===== src/rtl/delay_scale_cal_pkg.sv =====
`default_nettype none
// ============================================================================
// Module   : delay_scale_cal_pkg
// Purpose  : Shared widths, FSM state encoding and the |x| helper for the
//            delay/scale calibration sweep.
// Revision : 1.0 - initial release
// ============================================================================
package delay_scale_cal_pkg;

  localparam int DELAY_W  = 8;
  localparam int SCALE_W  = 5;
  localparam int ERR_W    = 16;
  localparam int ENERGY_W = 32;

  // Best energy starts saturated so the first measured pair always wins.
  localparam logic [ENERGY_W-1:0] BEST_INIT = '1;

  // Fixed encodings keep the state register readable in legacy netlists.
  localparam logic [2:0] ST_IDLE    = 3'd0;
  localparam logic [2:0] ST_SETTLE  = 3'd1;
  localparam logic [2:0] ST_MEASURE = 3'd2;
  localparam logic [2:0] ST_COMPARE = 3'd3;
  localparam logic [2:0] ST_DONE    = 3'd4;

  typedef enum logic [2:0] {
    S_IDLE    = ST_IDLE,
    S_SETTLE  = ST_SETTLE,
    S_MEASURE = ST_MEASURE,
    S_COMPARE = ST_COMPARE,
    S_DONE    = ST_DONE
  } cal_state_e;

  // Magnitude as unsigned; -32768 maps to 32768 without overflow.
  function automatic logic [ERR_W-1:0] abs_err(input logic signed [ERR_W-1:0] e);
    logic [ERR_W-1:0] u;
    u = e;
    abs_err = e[ERR_W-1] ? (~u + 1'b1) : u;
  endfunction

endpackage
`default_nettype wire


===== src/rtl/abs_window_accumulator.sv =====
`default_nettype none
// ============================================================================
// Module   : abs_window_accumulator
// Purpose  : Sums |error_in| over 2**WINDOW_LOG2 strobes and flags completion.
//            Accumulator is wide enough that a full window cannot wrap.
// Revision : 1.0 - initial release
// ============================================================================
module abs_window_accumulator
  import delay_scale_cal_pkg::*;
#(
  parameter int WINDOW_LOG2 = 10
) (
  input  logic                            clk_in,
  input  logic                            reset_in,
  input  logic                            clear,
  input  logic                            ready_in,
  input  logic signed [ERR_W-1:0]         error_in,
  output logic [ERR_W+WINDOW_LOG2-1:0]    acc,
  output logic                            window_done
);

  localparam int ACC_W = ERR_W + WINDOW_LOG2;

  logic [ACC_W-1:0]       acc_q, acc_d;
  logic [WINDOW_LOG2-1:0] cnt_q, cnt_d;
  logic                   done_q, done_d;

  // Accumulate until the window fills; further strobes are ignored.
  always_comb begin
    acc_d  = acc_q;
    cnt_d  = cnt_q;
    done_d = done_q;
    if (clear) begin
      acc_d  = '0;
      cnt_d  = '0;
      done_d = 1'b0;
    end else if (ready_in && !done_q) begin
      acc_d  = acc_q + ACC_W'(abs_err(error_in));
      cnt_d  = cnt_q + 1'b1;
      done_d = (cnt_q == '1);
    end
  end

  // State registers with synchronous reset.
  always_ff @(posedge clk_in) begin
    if (reset_in) begin
      acc_q  <= '0;
      cnt_q  <= '0;
      done_q <= 1'b0;
    end else begin
      acc_q  <= acc_d;
      cnt_q  <= cnt_d;
      done_q <= done_d;
    end
  end

  assign acc         = acc_q;
  assign window_done = done_q;

endmodule
`default_nettype wire


===== src/rtl/delay_scale_calibrator.sv =====
`default_nettype none
// ============================================================================
// Module   : delay_scale_calibrator
// Purpose  : Sweeps every (delay, scale) pair, settles, measures residual
//            energy per pair and keeps the minimum-energy pair on the outputs.
//            Optional macro DELAY_SCALE_CAL_EARLY_ABORT_EN ends a window as
//            soon as it can no longer beat the current best.
// Revision : 1.0 - initial release
// ============================================================================
module delay_scale_calibrator
  import delay_scale_cal_pkg::*;
#(
  parameter int DELAY_MAX      = 31,
  parameter int SCALE_MAX      = 31,
  parameter int SETTLE_SAMPLES = 256,
  parameter int WINDOW_LOG2    = 10
) (
  input  logic                      clk_in,
  input  logic                      reset_in,
  input  logic                      start_in,
  input  logic                      ready_in,
  input  logic signed [ERR_W-1:0]   error_in,
  output logic [DELAY_W-1:0]        delay_out,
  output logic [SCALE_W-1:0]        scale_out,
  output logic                      busy_out,
  output logic                      done_out,
  output logic [ENERGY_W-1:0]       best_energy_out
);

  localparam int ACC_W    = ERR_W + WINDOW_LOG2;
  localparam int SETTLE_W = (SETTLE_SAMPLES > 1) ? $clog2(SETTLE_SAMPLES) : 1;

  localparam logic [DELAY_W-1:0]  DELAY_LAST  = DELAY_W'(DELAY_MAX);
  localparam logic [SCALE_W-1:0]  SCALE_LAST  = SCALE_W'(SCALE_MAX);
  localparam logic [SETTLE_W-1:0] SETTLE_LAST = SETTLE_W'(SETTLE_SAMPLES - 1);

  cal_state_e            state_q, state_d;
  logic [DELAY_W-1:0]    delay_q, delay_d;
  logic [SCALE_W-1:0]    scale_q, scale_d;
  logic                  busy_q, busy_d;
  logic                  done_q, done_d;
  logic [ENERGY_W-1:0]   best_energy_q, best_energy_d;
  logic [ENERGY_W-1:0]   best_q, best_d;
  logic [DELAY_W-1:0]    best_delay_q, best_delay_d;
  logic [SCALE_W-1:0]    best_scale_q, best_scale_d;
  logic [SETTLE_W-1:0]   settle_cnt_q, settle_cnt_d;

  logic [ACC_W-1:0]      acc_val;
  logic                  window_done;
  logic                  acc_clear;
  logic                  meas_ready;
  logic [ENERGY_W-1:0]   acc_ext;
  logic                  better;
  logic                  last_pair;

  // Only strobes inside MEASURE reach the integrator; leaving MEASURE clears it.
  assign acc_clear  = (state_q != S_MEASURE);
  assign meas_ready = ready_in && (state_q == S_MEASURE);
  assign acc_ext    = ENERGY_W'(acc_val);
  assign better     = (acc_ext < best_q);
  assign last_pair  = (delay_q == DELAY_LAST) && (scale_q == SCALE_LAST);

  abs_window_accumulator #(
    .WINDOW_LOG2 (WINDOW_LOG2)
  ) u_acc (
    .clk_in      (clk_in),
    .reset_in    (reset_in),
    .clear       (acc_clear),
    .ready_in    (meas_ready),
    .error_in    (error_in),
    .acc         (acc_val),
    .window_done (window_done)
  );

  // Sweep sequencer: settle, measure, compare, advance pair, finish on last.
  always_comb begin
    state_d       = state_q;
    delay_d       = delay_q;
    scale_d       = scale_q;
    busy_d        = busy_q;
    done_d        = done_q;
    best_energy_d = best_energy_q;
    best_d        = best_q;
    best_delay_d  = best_delay_q;
    best_scale_d  = best_scale_q;
    settle_cnt_d  = settle_cnt_q;

    case (state_q)
      S_IDLE, S_DONE: begin
        if (start_in) begin
          state_d      = S_SETTLE;
          delay_d      = '0;
          scale_d      = '0;
          busy_d       = 1'b1;
          done_d       = 1'b0;
          best_d       = BEST_INIT;
          best_delay_d = '0;
          best_scale_d = '0;
          settle_cnt_d = '0;
        end
      end

      S_SETTLE: begin
        if (ready_in) begin
          if (settle_cnt_q == SETTLE_LAST) begin
            settle_cnt_d = '0;
            state_d      = S_MEASURE;
          end else begin
            settle_cnt_d = settle_cnt_q + 1'b1;
          end
        end
      end

      S_MEASURE: begin
`ifdef DELAY_SCALE_CAL_EARLY_ABORT_EN
        // Energy only grows, so once it reaches best this pair cannot win.
        if (window_done || !better) state_d = S_COMPARE;
`else
        if (window_done) state_d = S_COMPARE;
`endif
      end

      S_COMPARE: begin
        // Strict less-than keeps the earliest pair on ties.
        if (better) begin
          best_d       = acc_ext;
          best_delay_d = delay_q;
          best_scale_d = scale_q;
        end
        if (last_pair) begin
          state_d       = S_DONE;
          delay_d       = best_delay_d;
          scale_d       = best_scale_d;
          best_energy_d = best_d;
          busy_d        = 1'b0;
          done_d        = 1'b1;
        end else begin
          state_d = S_SETTLE;
          if (scale_q == SCALE_LAST) begin
            scale_d = '0;
            delay_d = delay_q + 1'b1;
          end else begin
            scale_d = scale_q + 1'b1;
          end
        end
      end

      default: state_d = S_IDLE;
    endcase
  end

  // Registered state and outputs, synchronous active-high reset.
  always_ff @(posedge clk_in) begin
    if (reset_in) begin
      state_q       <= S_IDLE;
      delay_q       <= '0;
      scale_q       <= '0;
      busy_q        <= 1'b0;
      done_q        <= 1'b0;
      best_energy_q <= '0;
      best_q        <= '0;
      best_delay_q  <= '0;
      best_scale_q  <= '0;
      settle_cnt_q  <= '0;
    end else begin
      state_q       <= state_d;
      delay_q       <= delay_d;
      scale_q       <= scale_d;
      busy_q        <= busy_d;
      done_q        <= done_d;
      best_energy_q <= best_energy_d;
      best_q        <= best_d;
      best_delay_q  <= best_delay_d;
      best_scale_q  <= best_scale_d;
      settle_cnt_q  <= settle_cnt_d;
    end
  end

  assign delay_out       = delay_q;
  assign scale_out       = scale_q;
  assign busy_out        = busy_q;
  assign done_out        = done_q;
  assign best_energy_out = best_energy_q;

endmodule
`default_nettype wire


===== config.mk =====
export PLATFORM = sky130hd
export DESIGN_NAME = delay_scale_calibrator
export DESIGN_NICKNAME = d
export VERILOG_FILES = /design/src/rtl/delay_scale_cal_pkg.sv /design/src/rtl/abs_window_accumulator.sv /design/src/rtl/delay_scale_calibrator.sv
export SDC_FILE = /design/constraint.sdc
export NUM_CORES = 1
export LEC_CHECK = 0
export CAP_MARGIN = 15
export CORE_MARGIN = 8
export CORE_UTILIZATION = 30
export DETAILED_ROUTE_END_ITERATION = 10
export GPL_ROUTABILITY_DRIVEN = 0
export SKIP_LAST_GASP = 1
export SLEW_MARGIN = 0
export SYNTH_ARGS = -nofsm -noshare
export SYNTH_HDL_FRONTEND = slang
export SYNTH_SLANG_ARGS = --single-unit

===== constraint.sdc =====
create_clock -name clk_in -period 4.65 [get_ports clk_in]
set_input_delay 0.93 -clock clk_in [delete_from_list [all_inputs] [get_ports clk_in]]
set_output_delay 0.93 -clock clk_in [all_outputs]
set_load 0.02 [all_outputs]

==> impl_metrics.json, run 1 <==
{
  "post_dp_cell_area_um2": 8767,
  "drt-wirelength-per-cell_um": 15.23,
  "min_path_type": "reg -> reg",
  "cap_violations": 0,
  "routed_via_density": 5.265,
  "ys_ff_latch": 140,
  "synth_simple_gate_area_frac": 0.2319,
  "cp-end-kind": "flop",
  "ctsHoldBuffers": 0,
  "outcome": "completed",
  "synth_area_um2": 7795,
  "dr_total_vias": 7066,
  "synth_ff_type": "dfxtp_1",
  "hold_viol_final": 0,
  "synth_area_leaders": "dfxtp_1 (36%), ha_1 (7.9%), a311oi_1 (6.2%)",
  "ys_seq_area_frac": 0.3596,
  "worst_slew_pin_slew_ns": 1.035,
  "synthMuxAreaShare": 0.007705,
  "yosys.area_share.adder": 0.08122,
  "root_buffer": "clkbuf_16",
  "max_stage_delay_ns": 0.53,
  "synth-edff-count": 0,
  "wirelength_mm": 20.44,
  "slew_violations": 0,
  "drive_gt1_frac": 0.07051,
  "synthCells": 953,
  "cts_resized": 0,
  "route.detailed.drc": 0,
  "clock_power_share": 0.428,
  "die_area_um2": 31400,
  "netlist_top_cells_count": "dfxtp_1 (140), nand2_1 (115), nor2_1 (80)",
  "max-slew-margin-rel": 0.3081,
  "total_power_mw": 3.355,
  "skew_ns": 0.008990,
  "synth_compound_area_frac": 0.2241,
  "wl_met3_um": 956,
  "syn_nets": 1023,
  "htreeDepth": 4,
  "synth_top_family_by_area": "simple AND/OR/NAND/NOR gates",
  "grt_pass1_vias": 6779,
  "grt_pass1_wl_mm": 34.34,
  "rsz0062_at_grt": "false",
  "cts_buffers": 17,
  "dp_hpwl_mm": 14.10,
  "totalNegativeSetupSlack_ns": 0,
  "synthXorXnorAreaFrac": 0.04382,
  "path_class": "in -> reg",
  "top_layer_used": "met4",
  "diodes": 0,
  "power_density_nw_per_um2": 357.0,
  "yosysMostFrequentCell": "dfxtp_1",
  "dr.pass1.iters": 5,
  "clock_path_buffers": 2,
  "grt.total_usage": 0.1329,
  "p_comb_frac": 0.171,
  "core_area_um2": 25760,
  "synth_area_per_cell_um2": 8.179,
  "clock_latency_ns": 0.43,
  "yosys.area.top_type": "dfxtp_1",
  "fmax_mhz": 238.5,
  "p_switching_mw": 0.9638,
  "clk_pin_slew_ns": 0.06,
  "dr_wl_met2_mm": 9.005,
  "start_util": 0.3026,
  "synth.distinct_cells": 68,
  "wl_met1_mm": 10.19,
  "antenna_found_initial": 0,
  "die_w_um": 177.2,
  "drt_iter0_drc": 543,
  "startpoint_type": "primary input",
  "final_area_um2": 9395,
  "nets": 1064,
  "synthArstFlopShare": 0,
  "crit_slowest_cell": "clkdlybuf4s50_1",
  "ant_nets": 0,
  "seqPwrFrac": 0.401,
  "fin_crit_sh": 0.9018,
  "period_needed_ns": 4.193,
  "cellLeakagePower_nw": 3.216,
  "path_cells": "clkdlybuf4s50_1 -> inv_1 -> ha_1 -> nand2_1 -> o21ai_0 -> fa_1 -> a211oi_2 -> o21ai_1 -> a2111oi_2 -> nor3_1 -> o31a_1 -> or4b_1 -> nand3_1",
  "cts_tree": "yes",
  "worstPathRequired_ns": 5.02,
  "switching_share": 0.2873,
  "power.internal_mw": 2.391,
  "netlist.area_leader.share": 0.3596,
  "clock_sinks": 140,
  "ys.warnings.count": 0,
  "final.fill_count": 2662,
  "ir_worst_vdd_mv": 0.3003,
  "syn2layout_area_growth_pct": 20.53,
  "row_count": 59,
  "grt.overflow.total": 0,
  "worstPathMaxFanout": 10,
  "grt_max_degree": 89,
  "post_cts_buffers": 0,
  "setup_viol": 0,
  "num_io_pins": 67,
  "die_height_um": 177.2,
  "cp.arrival_ns": 4.56,
  "numPortBuffers": 66
}
power by group through the flow:
stage | clock network (mW) | logic [mW] | registers, mW
after CTS | 1.47 | 0.574 | 1.34
after global placement | 0 | 0.564 | 1.37
after global routing | 1.52 | 0.652 | 1.36
final | 1.44 | 0.574 | 1.34
after detailed placement | 0 | 0.570 | 1.37
after floorplan | 0 | 0.441 | 1.35
path summary, 6_finish.rpt:
check             slack [ns]                        from  cells past startpoint                          to
setup reg to reg        1.34  u_acc.acc[17]$_SDFFE_PP0P_                      8      best_q[4]$_SDFFE_PP0P_
hold reg to reg         0.46     best_q[28]$_SDFFE_PP0P_                      1     best_q[28]$_SDFFE_PP0P_
setup / recovery        0.46                 error_in[1]                     13  u_acc.acc[20]$_SDFFE_PP0P_
hold / removal          0.46     best_q[28]$_SDFFE_PP0P_                      1     best_q[28]$_SDFFE_PP0P_
kinds of logic after synthesis:
logic type	Yosys count
AND/OR/NAND/NOR	372
AO/OA/AOI/OAI	245
flip-flops	140
buffers and inverters	101
adder cells (fa/ha/maj)	50
XOR/XNOR	39
multiplexers	6
sequential cells by signal (all words and copies together), names as in the netlist, 5 cells and up:
signal           count
best_scale_q         5
delay_out            8
settle_cnt_q         8
best_q              32
u_acc.acc           26
best_energy_out     32
scale_out            5
best_delay_q         8
u_acc.cnt_q         10
critical path: cells and delay by family:
kind            cells  cell delay (ns)
simple gates        4             0.82
compound gates      5             1.41
fa+ha+maj           2             0.78
buf+inv             2             0.60
routing by layer:
metal  global-route usage  vias up
met3              0.02838       23
met4              0.04133        0
met1               0.1815     3298
met2               0.2055      153
met5                    0        -
li1                     -     3592
layout make-up:
class                      count  area (µm²)  share of cell area
multi-input combinational    712        4608              0.4905
sequential                   140        2803              0.2983
timing repair buffer          84       790.8             0.08417
clock buffer                  20       466.7             0.04967
tap                          335       419.2             0.04461
clock inverter                12       161.4             0.01718
inverter                      39       146.4             0.01558
per-stage QoR:
step	hold WS, ns	std cells	util	worst slack (ns)
floorplan	0.4321	953	-	0.6354
global placement	0.4420	1310	0.3403	0.1202
detailed placement	0.4459	1310	0.3403	0.05694
CTS	0.4606	1342	0.3647	0.4945
global route	0.4860	1342	0.3647	0.2427
finish	0.4572	1342	0.3647	0.4565
cells in the final DEF, fill, tap and decap left out, types with 4 or more instances in the layout:
cell type	n
clkbuf_16	17
dfxtp_1	140
nand2b_1	8
nor4b_1	4
clkdlybuf4s50_1	65
ha_1	49
or4_1	7
a311oi_1	55
nand3_1	38
o21ai_0	23
a31oi_1	9
xnor2_1	27
nor4_1	9
o22ai_1	4
a211oi_1	13
o21a_1	10
buf_4	18
xor2_1	12
nand4_1	9
a21o_1	8
a21oi_1	63
and2_1	16
o211ai_1	16
and3_1	5
o41ai_1	6
inv_1	38
mux2i_1	6
nor3_1	43
or3_1	9
nor2_1	79
or2_2	7
o31ai_1	10
nand2_1	115
Note: power is estimated with default switching activity, not from simulation.
==> run 2, diff against run 1 <==
--- a/config.mk
+++ b/config.mk
@@ -6,10 +6,13 @@
 export NUM_CORES = 1
 export LEC_CHECK = 0
 export CAP_MARGIN = 15
+export CELL_PAD_IN_SITES_DETAIL_PLACEMENT = 1
+export CELL_PAD_IN_SITES_GLOBAL_PLACEMENT = 1
 export CORE_MARGIN = 8
 export CORE_UTILIZATION = 30
 export DETAILED_ROUTE_END_ITERATION = 10
 export GPL_ROUTABILITY_DRIVEN = 0
+export PLACE_DENSITY_LB_ADDON = 0.1
 export SKIP_LAST_GASP = 1
 export SLEW_MARGIN = 0
 export SYNTH_ARGS = -nofsm -noshare
==> run 2 against run 1 <==
Compared with the run above:
- final cell count grew 0.75%
- critical path depth grew 4
- sequential power is essentially flat
- register-to-register slack got worse by 0.07 ns
- sequential share of layout area shrank 0.16 points
- combinational power rose by 3.7%
- clock power is 6% lower
- clock skew rose by 0.0043 ns
- first-iteration DRC count fell by 29%
- setup slack better by 0.041 ns
- utilization rose by 0.20 points
- via count increased by 1.6%
==> impl_metrics.json, run 2 (synthesis results as in run 1) <==
{
  "outcome": "completed",
  "setup_viol": 0,
  "cts_tree": "yes",
  "grt.overflow.total": 0,
  "worstPathRequired_ns": 5.00,
  "clk_pin_slew_ns": 0.07,
  "route.detailed.drc": 0,
  "min_path_type": "reg -> reg",
  "max_stage_delay_ns": 0.50,
  "nets": 1074,
  "clock_sinks": 140,
  "dr_total_vias": 7178,
  "num_io_pins": 67,
  "ir_worst_vdd_mv": 0.1848,
  "grt_max_degree": 52,
  "cts_resized": 0,
  "fmax_mhz": 240.8,
  "die_area_um2": 31400,
  "cp_top_family": "simple AND/OR/NAND/NOR gates",
  "diodes": 0,
  "hold_viol_final": 0,
  "wirelength_mm": 23.50,
  "cts_buffers": 17,
  "row_count": 59,
  "numPortBuffers": 66,
  "syn2layout_area_growth_pct": 21.19,
  "htreeDepth": 4,
  "mostFrequentLayoutCells": "dfxtp_1 (140), nand2_1 (115), nor2_1 (79), clkdlybuf4s50_1 (65), a21oi_1 (63)",
  "grt.total_usage": 0.1521,
  "startpoint_type": "primary input",
  "drt_iter0_drc": 383,
  "drt-wirelength-per-cell_um": 17.38,
  "skew_ns": 0.01332,
  "drive_gt1_frac": 0.07965,
  "crit_buf_inv": 4,
  "mostFrequentLayoutCell": "dfxtp_1",
  "final.fill_count": 3023,
  "worstPathMaxFanout": 10,
  "path_class": "in -> reg",
  "max-slew-margin-rel": 0.3740,
  "cellLeakagePower_nw": 3.251,
  "grt_pass1_wl_mm": 38.70,
  "ctsHoldBuffers": 0,
  "power_density_nw_per_um2": 349.7,
  "dp_hpwl_mm": 16.18,
  "period_needed_ns": 4.152,
  "cp-end-kind": "flop",
  "ant_nets": 0,
  "start_util": 0.3026,
  "final_util": 0.3667,
  "cp.arrival_ns": 4.50,
  "clock_path_buffers": 2,
  "fin_crit_sh": 0.8929,
  "path_cells": "clkdlybuf4s50_1 -> or3_1 -> nor3_1 -> buf_4 -> nand2_1 -> nand2_1 -> xnor2_1 -> ha_1 -> nand2_1 -> o21ai_0 -> a2111oi_2 -> o31ai_1 -> buf_4 -> a2111oi_4 -> buf_4 -> or4_1 -> a21oi_1",
  "totalNegativeSetupSlack_ns": 0,
  "post_cts_buffers": 0,
  "cap_violations": 0,
  "core_area_um2": 25760,
  "total_power_mw": 3.304,
  "rsz0062_at_grt": "false",
  "grt_pass1_vias": 7329,
  "die_height_um": 177.2,
  "dr.pass1.iters": 4,
  "clock_latency_ns": 0.43,
  "routed_via_density": 5.309,
  "die_w_um": 177.2,
  "root_buffer": "clkbuf_16",
  "antenna_found_initial": 0,
  "slew_violations": 0,
  "worst_slew_pin_slew_ns": 0.9355,
  "crit_slowest_cell": "or4_1"
}
[run 2: cell types whose count changed in the layout (fill, tap and decap cells not counted)]
| cell | delta |
|---|---|
| buf_2 | -1 |
| bufinv_16 | -2 |
| clkbuf_8 | -3 |
| buf_12 | +2 |
| buf_4 | +9 |
| clkinvlp_4 | -1 |
| inv_6 | +5 |
| clkinv_4 | -1 |
| inv_8 | +2 |
[run 2: final timing paths]
check,startpoint,to,cells after the start,slack [ns]
setup / recovery,error_in[3],u_acc.acc[25]$_SDFFE_PP0P_,17,0.50
hold / removal,best_energy_out[26]$_SDFFE_PP0P_,best_energy_out[26]$_SDFFE_PP0P_,1,0.46
hold reg to reg,best_energy_out[26]$_SDFFE_PP0P_,best_energy_out[26]$_SDFFE_PP0P_,1,0.46
setup reg to reg,scale_out[0]$_SDFFE_PP0P_,best_energy_out[3]$_SDFFE_PP0P_,9,1.27
[run 2: area by class of cell]
type / count / area [µm²] / area share
repair buffers: 94 / 893.4 / 0.09457
well taps: 335 / 419.2 / 0.04437
clock inverters: 15 / 151.4 / 0.01603
clock buffers: 17 / 425.4 / 0.04503
multi-input cells: 712 / 4608 / 0.4878
inverters: 39 / 146.4 / 0.01550
flip-flops and latches: 140 / 2803 / 0.2967
[run 2: layer usage]
metal | up-vias | share of wire | GRT usage
li1 | 3605 | - | -
met1 | 3460 | 0.51 | 0.2036
met2 | 92 | 0.44 | 0.2446
met3 | 21 | 0.028 | 0.02432
met4 | 0 | 0.016 | 0.05114
met5 | - | 0 | 0
[run 2: report_power, final]
group	switching [mW]	total, mW	internal [mW]
sequential	0.0595	1.34	1.29
clock	0.607	1.36	0.756
combinational	0.375	0.595	0.220
total	1.04	3.30	2.26
[run 2: stage by stage]
| stage | std cells | hold slack [ns] | area [µm²] | setup WS, ns |
|---|---|---|---|---|
| 3_5_place_dp | 1320 | 0.4461 | 8870 | 0.03064 |
| 3_3_place_gp | 1320 | 0.4421 | 8870 | 0.09726 |
| 6_report | 1352 | 0.4572 | 9447 | 0.4978 |
| 2_1_floorplan | 953 | 0.4321 | 7795 | 0.6354 |
| 4_1_cts | 1352 | 0.4651 | 9447 | 0.4739 |
| 5_1_grt | 1352 | 0.4854 | 9447 | 0.1953 |
